[src/rtl/ibex_lsu_resp_unit.sv]
// LSU response unit: tracks outstanding data-bus beats in an in-order descriptor FIFO,
// captures the first beat of misaligned accesses, and produces the aligned and
// sign/zero-extended load result for writeback.
//
// Ports:
//   clk_i, rst_ni           clock, asynchronous active-low reset
//   req_*_i                 descriptor of a bus beat granted this cycle (pushed on req_issue_i)
//   outstanding_full_o      descriptor FIFO holds MaxOutstanding entries
//   busy_o                  at least one beat outstanding
//   data_rvalid_i/rdata_i/err_i  bus response
//   lsu_resp_valid_o/err_o  access completes this cycle (combinational from rvalid)
//   rf_we_lsu_o/rf_wdata_lsu_o   register-file write of aligned load data
module ibex_lsu_resp_unit #(
  parameter bit          ResetAll       = 1'b0,
  parameter int unsigned MaxOutstanding = 2
) (
  input  logic        clk_i,
  input  logic        rst_ni,
  input  logic        req_issue_i,
  input  logic        req_we_i,
  input  logic [1:0]  req_type_i,
  input  logic        req_sign_ext_i,
  input  logic [1:0]  req_offset_i,
  input  logic        req_split_i,
  output logic        outstanding_full_o,
  output logic        busy_o,
  input  logic        data_rvalid_i,
  input  logic [31:0] data_rdata_i,
  input  logic        data_err_i,
  output logic        lsu_resp_valid_o,
  output logic        lsu_resp_err_o,
  output logic        rf_we_lsu_o,
  output logic [31:0] rf_wdata_lsu_o
);

  localparam int unsigned CntW = $clog2(MaxOutstanding + 1);

  localparam logic [1:0] TypeWord = 2'b00;
  localparam logic [1:0] TypeHalf = 2'b01;
  localparam logic [1:0] TypeByte = 2'b10;

  typedef struct packed {
    logic       we;
    logic [1:0] typ;
    logic       sign_ext;
    logic [1:0] offset;
    logic       split;
  } desc_t;

  desc_t            desc_q [MaxOutstanding];
  desc_t            desc_d [MaxOutstanding];
  desc_t            new_desc;
  desc_t            head;
  logic [CntW-1:0]  count_q, count_d, wr_idx;
  logic [31:8]      rdata_q;
  logic             err_q, pend_q;
  logic             full, pop, push;
  logic             resp_valid, resp_err, rf_we;
  logic [31:0]      shifted, raw, ext;

  assign new_desc = '{we: req_we_i, typ: req_type_i, sign_ext: req_sign_ext_i,
                      offset: req_offset_i, split: req_split_i};
  assign head     = desc_q[0];
  assign full     = (count_q == CntW'(MaxOutstanding));
  assign pop      = data_rvalid_i & (count_q != '0);
  // A full FIFO can only accept a beat when the head drains in the same cycle.
  assign push     = req_issue_i & (~full | pop);
  assign wr_idx   = count_q - CntW'(pop);

  // Head sits at index 0; a pop shifts everything down one slot.
  always_comb begin
    desc_d = desc_q;
    if (pop) begin
      for (int i = 0; i < int'(MaxOutstanding) - 1; i++) desc_d[i] = desc_q[i+1];
    end
    if (push) begin
      for (int i = 0; i < int'(MaxOutstanding); i++) begin
        if (CntW'(i) == wr_idx) desc_d[i] = new_desc;
      end
    end
  end

  always_comb begin
    count_d = count_q;
    if (push && !pop)      count_d = count_q + CntW'(1);
    else if (pop && !push) count_d = count_q - CntW'(1);
  end

  if (ResetAll) begin : g_desc_rst
    always_ff @(posedge clk_i or negedge rst_ni) begin
      if (!rst_ni) begin
        for (int i = 0; i < int'(MaxOutstanding); i++) desc_q[i] <= '0;
      end else begin
        desc_q <= desc_d;
      end
    end
  end else begin : g_desc_norst
    // Stale entries are harmless: count_q decides which slots are live.
    always_ff @(posedge clk_i) begin
      desc_q <= desc_d;
    end
  end

  always_ff @(posedge clk_i or negedge rst_ni) begin
    if (!rst_ni) begin
      count_q <= '0;
      rdata_q <= '0;
      err_q   <= 1'b0;
      pend_q  <= 1'b0;
    end else begin
      count_q <= count_d;
      if (pop) begin
        if (head.split) begin
          rdata_q <= data_rdata_i[31:8];
          err_q   <= data_err_i;
          pend_q  <= 1'b1;
        end else begin
          rdata_q <= '0;
          err_q   <= 1'b0;
          pend_q  <= 1'b0;
        end
      end
    end
  end

  // Alignment: pend_q marks that the head is the second beat of a split access.
  assign shifted = data_rdata_i >> {head.offset, 3'b000};

  always_comb begin
    raw = shifted;
    case (head.typ)
      TypeWord: begin
        raw = data_rdata_i;
        if (pend_q) begin
          case (head.offset)
            2'd1:    raw = {data_rdata_i[7:0],  rdata_q[31:8]};
            2'd2:    raw = {data_rdata_i[15:0], rdata_q[31:16]};
            2'd3:    raw = {data_rdata_i[23:0], rdata_q[31:24]};
            default: raw = data_rdata_i;
          endcase
        end
      end
      TypeHalf: begin
        if (pend_q && head.offset == 2'd3) raw = {16'h0, data_rdata_i[7:0], rdata_q[31:24]};
      end
      default: raw = shifted;
    endcase
  end

  always_comb begin
    ext = '0;
    case (head.typ)
      TypeWord: ext = raw;
      TypeHalf: ext = {{16{head.sign_ext & raw[15]}}, raw[15:0]};
      TypeByte: ext = {{24{head.sign_ext & raw[7]}}, raw[7:0]};
      default:  ext = '0;
    endcase
  end

  assign resp_valid = pop & ~head.split;
  assign resp_err   = resp_valid & (data_err_i | err_q);
  assign rf_we      = resp_valid & ~head.we & ~resp_err;

  assign lsu_resp_valid_o   = resp_valid;
  assign lsu_resp_err_o     = resp_err;
  assign rf_we_lsu_o        = rf_we;
  assign rf_wdata_lsu_o     = rf_we ? ext : 32'h0;
  assign outstanding_full_o = full;
  assign busy_o             = (count_q != '0);

  always_ff @(posedge clk_i) begin
    if (rst_ni) begin
      assert (!(req_issue_i && full && !pop))
        else $warning("lsu_resp: issue while full without rvalid, beat dropped");
      assert (!(data_rvalid_i && count_q == '0))
        else $warning("lsu_resp: rvalid with nothing outstanding, ignored");
      assert (!(resp_valid && head.split))
        else $error("lsu_resp: response on first beat of split access");
    end
  end

endmodule

[config.mk]
export PLATFORM = sky130hd
export DESIGN_NAME = ibex_lsu_resp_unit
export DESIGN_NICKNAME = d
export VERILOG_FILES = /design/src/rtl/ibex_lsu_resp_unit.sv
export SDC_FILE = /design/constraint.sdc
export NUM_CORES = 1
export LEC_CHECK = 0
export CORE_MARGIN = 2
export CORE_UTILIZATION = 55
export CTS_CLUSTER_SIZE = 16
export DETAILED_ROUTE_END_ITERATION = 16
export GPL_TIMING_DRIVEN = 0
export PLACE_DENSITY = 0.9
export SLEW_MARGIN = 0
export SYNTH_ARGS = -nofsm -noshare
export SYNTH_HDL_FRONTEND = slang
export SYNTH_SLANG_ARGS = --single-unit
[constraint.sdc]
create_clock -name clk_i -period 6.64 [get_ports clk_i]
set_clock_uncertainty 0.2 [all_clocks]
set_input_delay 1.328 -clock clk_i [delete_from_list [all_inputs] [get_ports clk_i]]
set_output_delay 1.328 -clock clk_i [all_outputs]
set_load 0.05 [all_outputs]
## Word-level counts from Yosys, hierarchy flattened

Cells that the tools add are included.

- Register bits: 42
- Input bits: 44
- Word-level logic and storage cells: 64

- $add $sub $neg: 3
- Eq/ne operators: 7
- Shift-type cells: 1
- Muxes and demuxes: 15
- Bitwise gates (word level): 14
- Reduce and logical (&&, ||, !) cells: 10

Operators with widths:

| operator | number |
|---|---|
| 32-bit one-hot mux with 3 select lines | 2 |
| 32-bit 2-to-1 mux | 3 |
| 32-bit one-hot mux with 2 select lines | 1 |
| 32-bit by 5-bit right shift with 32-bit output | 1 |
| 24-bit 2-to-1 mux | 1 |
| 7-bit 2-to-1 mux | 3 |
| 14-bit 2-to-1 mux | 1 |
| 1-bit bitwise AND | 8 |
| 2-bit == test (second input constant) | 4 |
| 2-bit by 1-bit == test with 1-bit output (second input constant) | 2 |
| 2-bit zero test | 2 |
| 2-bit 2-to-1 mux | 2 |
| 1-bit inverter | 4 |
| 2-bit nonzero test | 2 |
| 1-bit logical AND | 3 |
| 2-bit by 1-bit adder with 2-bit output (second input constant) | 1 |
| 1-bit by 2-bit == test with 1-bit output (first input constant) | 1 |
| 1-bit zero test | 2 |
| 1-bit 2-to-1 mux | 2 |
| 1-bit OR | 2 |
| 2-bit AND reduction | 1 |
| 2-bit by 1-bit subtractor with 2-bit output | 1 |
| 2-bit by 1-bit subtractor with 2-bit output (second input constant) | 1 |

## Depth between registers and ports, before layout

- Depth after elaboration: 8
- Depth in mapped cells: 10

## Least setup slack after synthesis

Ideal clock, no wire load.

- Kind: in2out
- Start: input port data_err_i
- End: output port rf_wdata_lsu_o[0]
- Arrival: 3,614 ps
- Setup slack: 1,498 ps
- Cell stages on the path: 4
- Buffers on the path: 0
- Path through: nor2_1 > nor4b_4 > o21ai_0 > a221oi_1

- Longest elaborated chain between the ends: 5

RTL lines:

| element | line | source |
|---|---|---|
| start, declared | 29 | `input logic data_err_i,` |
| 1-bit OR | 161 | `assign resp_err = resp_valid & (data_err_i \| err_q);` |
| 1-bit bitwise AND | 161 |  |
| 1-bit inverter | 162 | `assign rf_we = resp_valid & ~head.we & ~resp_err;` |
| 1-bit bitwise AND | 162 |  |
| via rf_we_lsu_o | 32 | `output logic rf_we_lsu_o,` |
| 32-bit 2-to-1 mux | 167 | `assign rf_wdata_lsu_o = rf_we ? ext : 32'h0;` |
| end, declared | 33 | `output logic [31:0] rf_wdata_lsu_o` |

The timed path passes the listed nets, and every way through them passes these cells.

## Worst setup path after layout

- Start: input port data_rvalid_i
- End: output port rf_wdata_lsu_o[23]

- Longest elaborated chain between the ends: 6
- Elaborated cells on any way between the ends: 7

RTL lines:

| element | line | source |
|---|---|---|
| start, declared | 27 | `input logic data_rvalid_i,` |
| 1-bit bitwise AND * | 65 | `assign pop = data_rvalid_i & (count_q != '0);` |
| 1-bit bitwise AND * | 160 | `assign resp_valid = pop & ~head.split;` |
| 1-bit bitwise AND | 161 |  |
| 1-bit inverter | 162 |  |
| 1-bit bitwise AND * | 162 |  |
| 32-bit 2-to-1 mux * | 167 |  |

Mark *: on every way between the ends. The rest lies on a longest branch, timed or not.

==> impl_results.md <==
* Status: complete, no violations
* Vias in the first global route at 4,263
* Rel. slew slack at 0.4702
* Worst-skew pair later-pin latency at 0.31 ns
* CTS tree: built
* HPWL after DPL at 10,260 um
* Max cap viols at 0
* Crit path capture type: output pin
* Number of buffers created by CTS at 5
* Final setup viols at 0
* CP peak stage delay at 0.86 ns
* Fmax at 0.1714 GHz
* Sequential area share after synthesis at 0.2911
* Clock sink count at 42
* Die area at 0.007229 mm^2
* Initial Util at 0.5687
* Final net count at 580
* Fin crit share at 0.8786
* Crit Path Class: input pin to output pin
* Die W at 85.03 um
* Worst-Margin Slew at 0.7946 ns
* Synth-to-Final Area Change at 27.10%
* Flops & latches, synth at 42
* RePlAce Congestion at 1.004
* Cell mode on critical path: clkdlybuf4s50_1
* Hold Buf Count CTS at 0
* HP Start: rdata_q[14]
* Initial antenna violation count at 0
* Gr ovfl total at 0
* Final hold slack at 0.2867 ns
* Slowest cell on the critical path: clkdlybuf4s50_1
* Core ar. at 0.006350 mm^2
* Clk pin slew, worst setup/hold paths at 0.09 ns
* Post-synth EDFFs at 7
* Mapped cell area at 0.003611 mm^2
* CP Launch Point: data_rvalid_i
* Largest net degree at the start of global routing at 29
* Post-CTS setup buffers at 0
* LEAKAGE at 1.897 nW
* Worst Path Arrival at 4.31 ns
* IO buf count at 80
* Diode count at 0
* Drt pass-1 iters at 9
* YS warnings at 0
* Crit Path Max Fanout at 10
* Required @ worst endpoint at 5.11 ns
* Layout cells sized above 1 at 0.07850
* Rows at 29
* Hold/Removal Path Class: flip-flop to flip-flop
* Mean Syn Cell Area at 8.078 um^2
* Tmin final at 5.834 ns
* Peak VDD IR at 0.4061 mV
* Cell variety after synth at 53
* Clk root buf: clkbuf_8
* CP top delay family: buffers and inverters
* Cell area power density at 490.3 mW/mm^2
* Top FF cell, synth: dfrtp_1
* Die Ht at 85.03 um
* Post-DRT Antenna Nets at 0
* H-Tree Depth at 2
* Setup TNS Final at 0 ns
* Final design utilization at 0.7228
* R2r startpoint: count_q[0]
* GRT Total Usage at 0.4103
* Wire per inst at 24.81 um
* Final Hold Viols at 0
* Critical path, cell by cell: clkdlybuf4s50_1 > o21ai_4 > nor4b_4 > nand2_2 > buf_2 > a21oi_1 > clkdlybuf4s50_1
* Worst setup SP type: input pin
* Clock tree buffer depth at 2
* Syn nets at 493
* Most frequent cells in the layout: 79 x clkdlybuf4s50_1, 77 x nand2_1, 48 x a21oi_1, 43 x mux2i_1, 28 x dfrtp_1
* Via count at 4,406
* Post-CTS sizing at 0
* WP buf/inv at 3
* Most common cell after layout, fill and taps aside: clkdlybuf4s50_1
* First-pass GRT wire length at 22,720 um
* Unrepaired setup endpoints after global routing: false
* Filler Cell Count at 491
* I/O pin count at 81
* Residual DRC count at 0
* Detailed-route wire length at 15,180 um
* FFs w/ async S/R, synth at 0.6667
* Initial DRC count at 556
* Vias per cell at 7.199
* Fin. max-slew vios at 0
* Post-synthesis cell count at 447
-- synthesized netlist by cell type (2+ instances only) --
library cell  count  area [um^2]
a211oi_1          6        45.04
a21o_1            7        52.55
a21oi_1          48        240.2
a21oi_2           2        17.52
a221oi_1          7        61.31
a2bb2oi_1        14        122.6
a31oi_1          10        62.56
and3_1            2        12.51
buf_2            13        65.06
buf_4             3        22.52
buf_6             2        22.52
clkbuf_1         23        86.33
dfrtp_1          28        700.7
dfxtp_1           7        140.1
edfxtp_1          7        210.2
ha_1              2        25.02
inv_1             4        15.01
mux2_2            2        22.52
mux2i_1          43        430.4
mux4_2            2        45.04
nand2_1          77        289.0
nand2b_1          2        12.51
nand3_1          27        135.1
nor2_1           23        86.33
nor2b_1           3        18.77
nor3b_1           9        67.56
o21a_1            2        15.01
o21ai_0          13        65.06
o21ai_1           2        10.01
o21bai_1          6        45.04
o221ai_1         23        201.4
o22ai_1           6        37.54
xnor2_1           2        17.52
-- flip-flops by register name, indices dropped and copies added, names as in the netlist --
register,flops
rdata_q,24
desc_q,14
count_q,2
err_q,1
pend_q,1
-- path summary, 6_finish.rpt --
check	to	slack [ns]	cells after the start
worst max-delay path	rf_wdata_lsu_o[23]	0.81	7
worst min-delay path	rdata_q[14]	0.29	2
worst max register to register	desc_q[11]	3.34	10
worst min register to register	rdata_q[14]	0.29	2
max in group asynchronous	rdata_q[28]	4.90	1
min in group asynchronous	rdata_q[18]	0.85	1
-- cells by family after synthesis --
kind of cell | count (synthesis) | synth area share
simple gates | 151 | 0.1979
fa+ha+maj | 2 | 0.006929
mux | 47 | 0.1379
flops | 42 | 0.2911
xor+xnor | 3 | 0.007278
buf+inv | 48 | 0.06479
compound gates | 154 | 0.2942
-- layer usage --
layer,GRT usage,wire length [um]
met1,0.5257,5649
met2,0.6058,6529
met3,0.1119,2040
met4,0.2684,964
met5,0,0
-- area by class of cell --
class                   count  area [um^2]  share of cell area
clock buffers               6        72.57             0.01581
inverters                   5        18.77            0.004089
repair buffers             80        795.8              0.1734
flip-flops and latches     42         1051              0.2290
plain buffers              43        215.2             0.04689
clock inverters             2        13.76            0.002999
multi-input cells         357         2326              0.5068
well taps                  77        96.34             0.02099
-- where the power goes --
group	total (mW)	switching [mW]	leakage [nW]	internal, mW
registers	0.485	0.110	0.487	0.376
logic	1.59	1.03	1.36	0.552
clock network	0.179	0.104	0.0452	0.0746
total	2.25	1.25	1.90	1.00
-- worst min-delay path: cells and delay by family (launching register included) --
family           cells  cell delay, ns
DFF                  1            0.36
and+or+nand+nor      2            0.10
-- per-stage QoR --
stage,power (mW),instances,instance area [um^2],setup slack (ns)
2_1_floorplan,1.516,447,3611,1.498
3_3_place_gp,1.961,604,4508,0.9354
3_5_place_dp,1.991,604,4508,0.9601
4_1_cts,2.167,612,4594,0.9547
5_1_grt,2.323,612,4589,0.7852
6_report,2.250,612,4589,0.8064
Power figures use the tool's default switching activity.
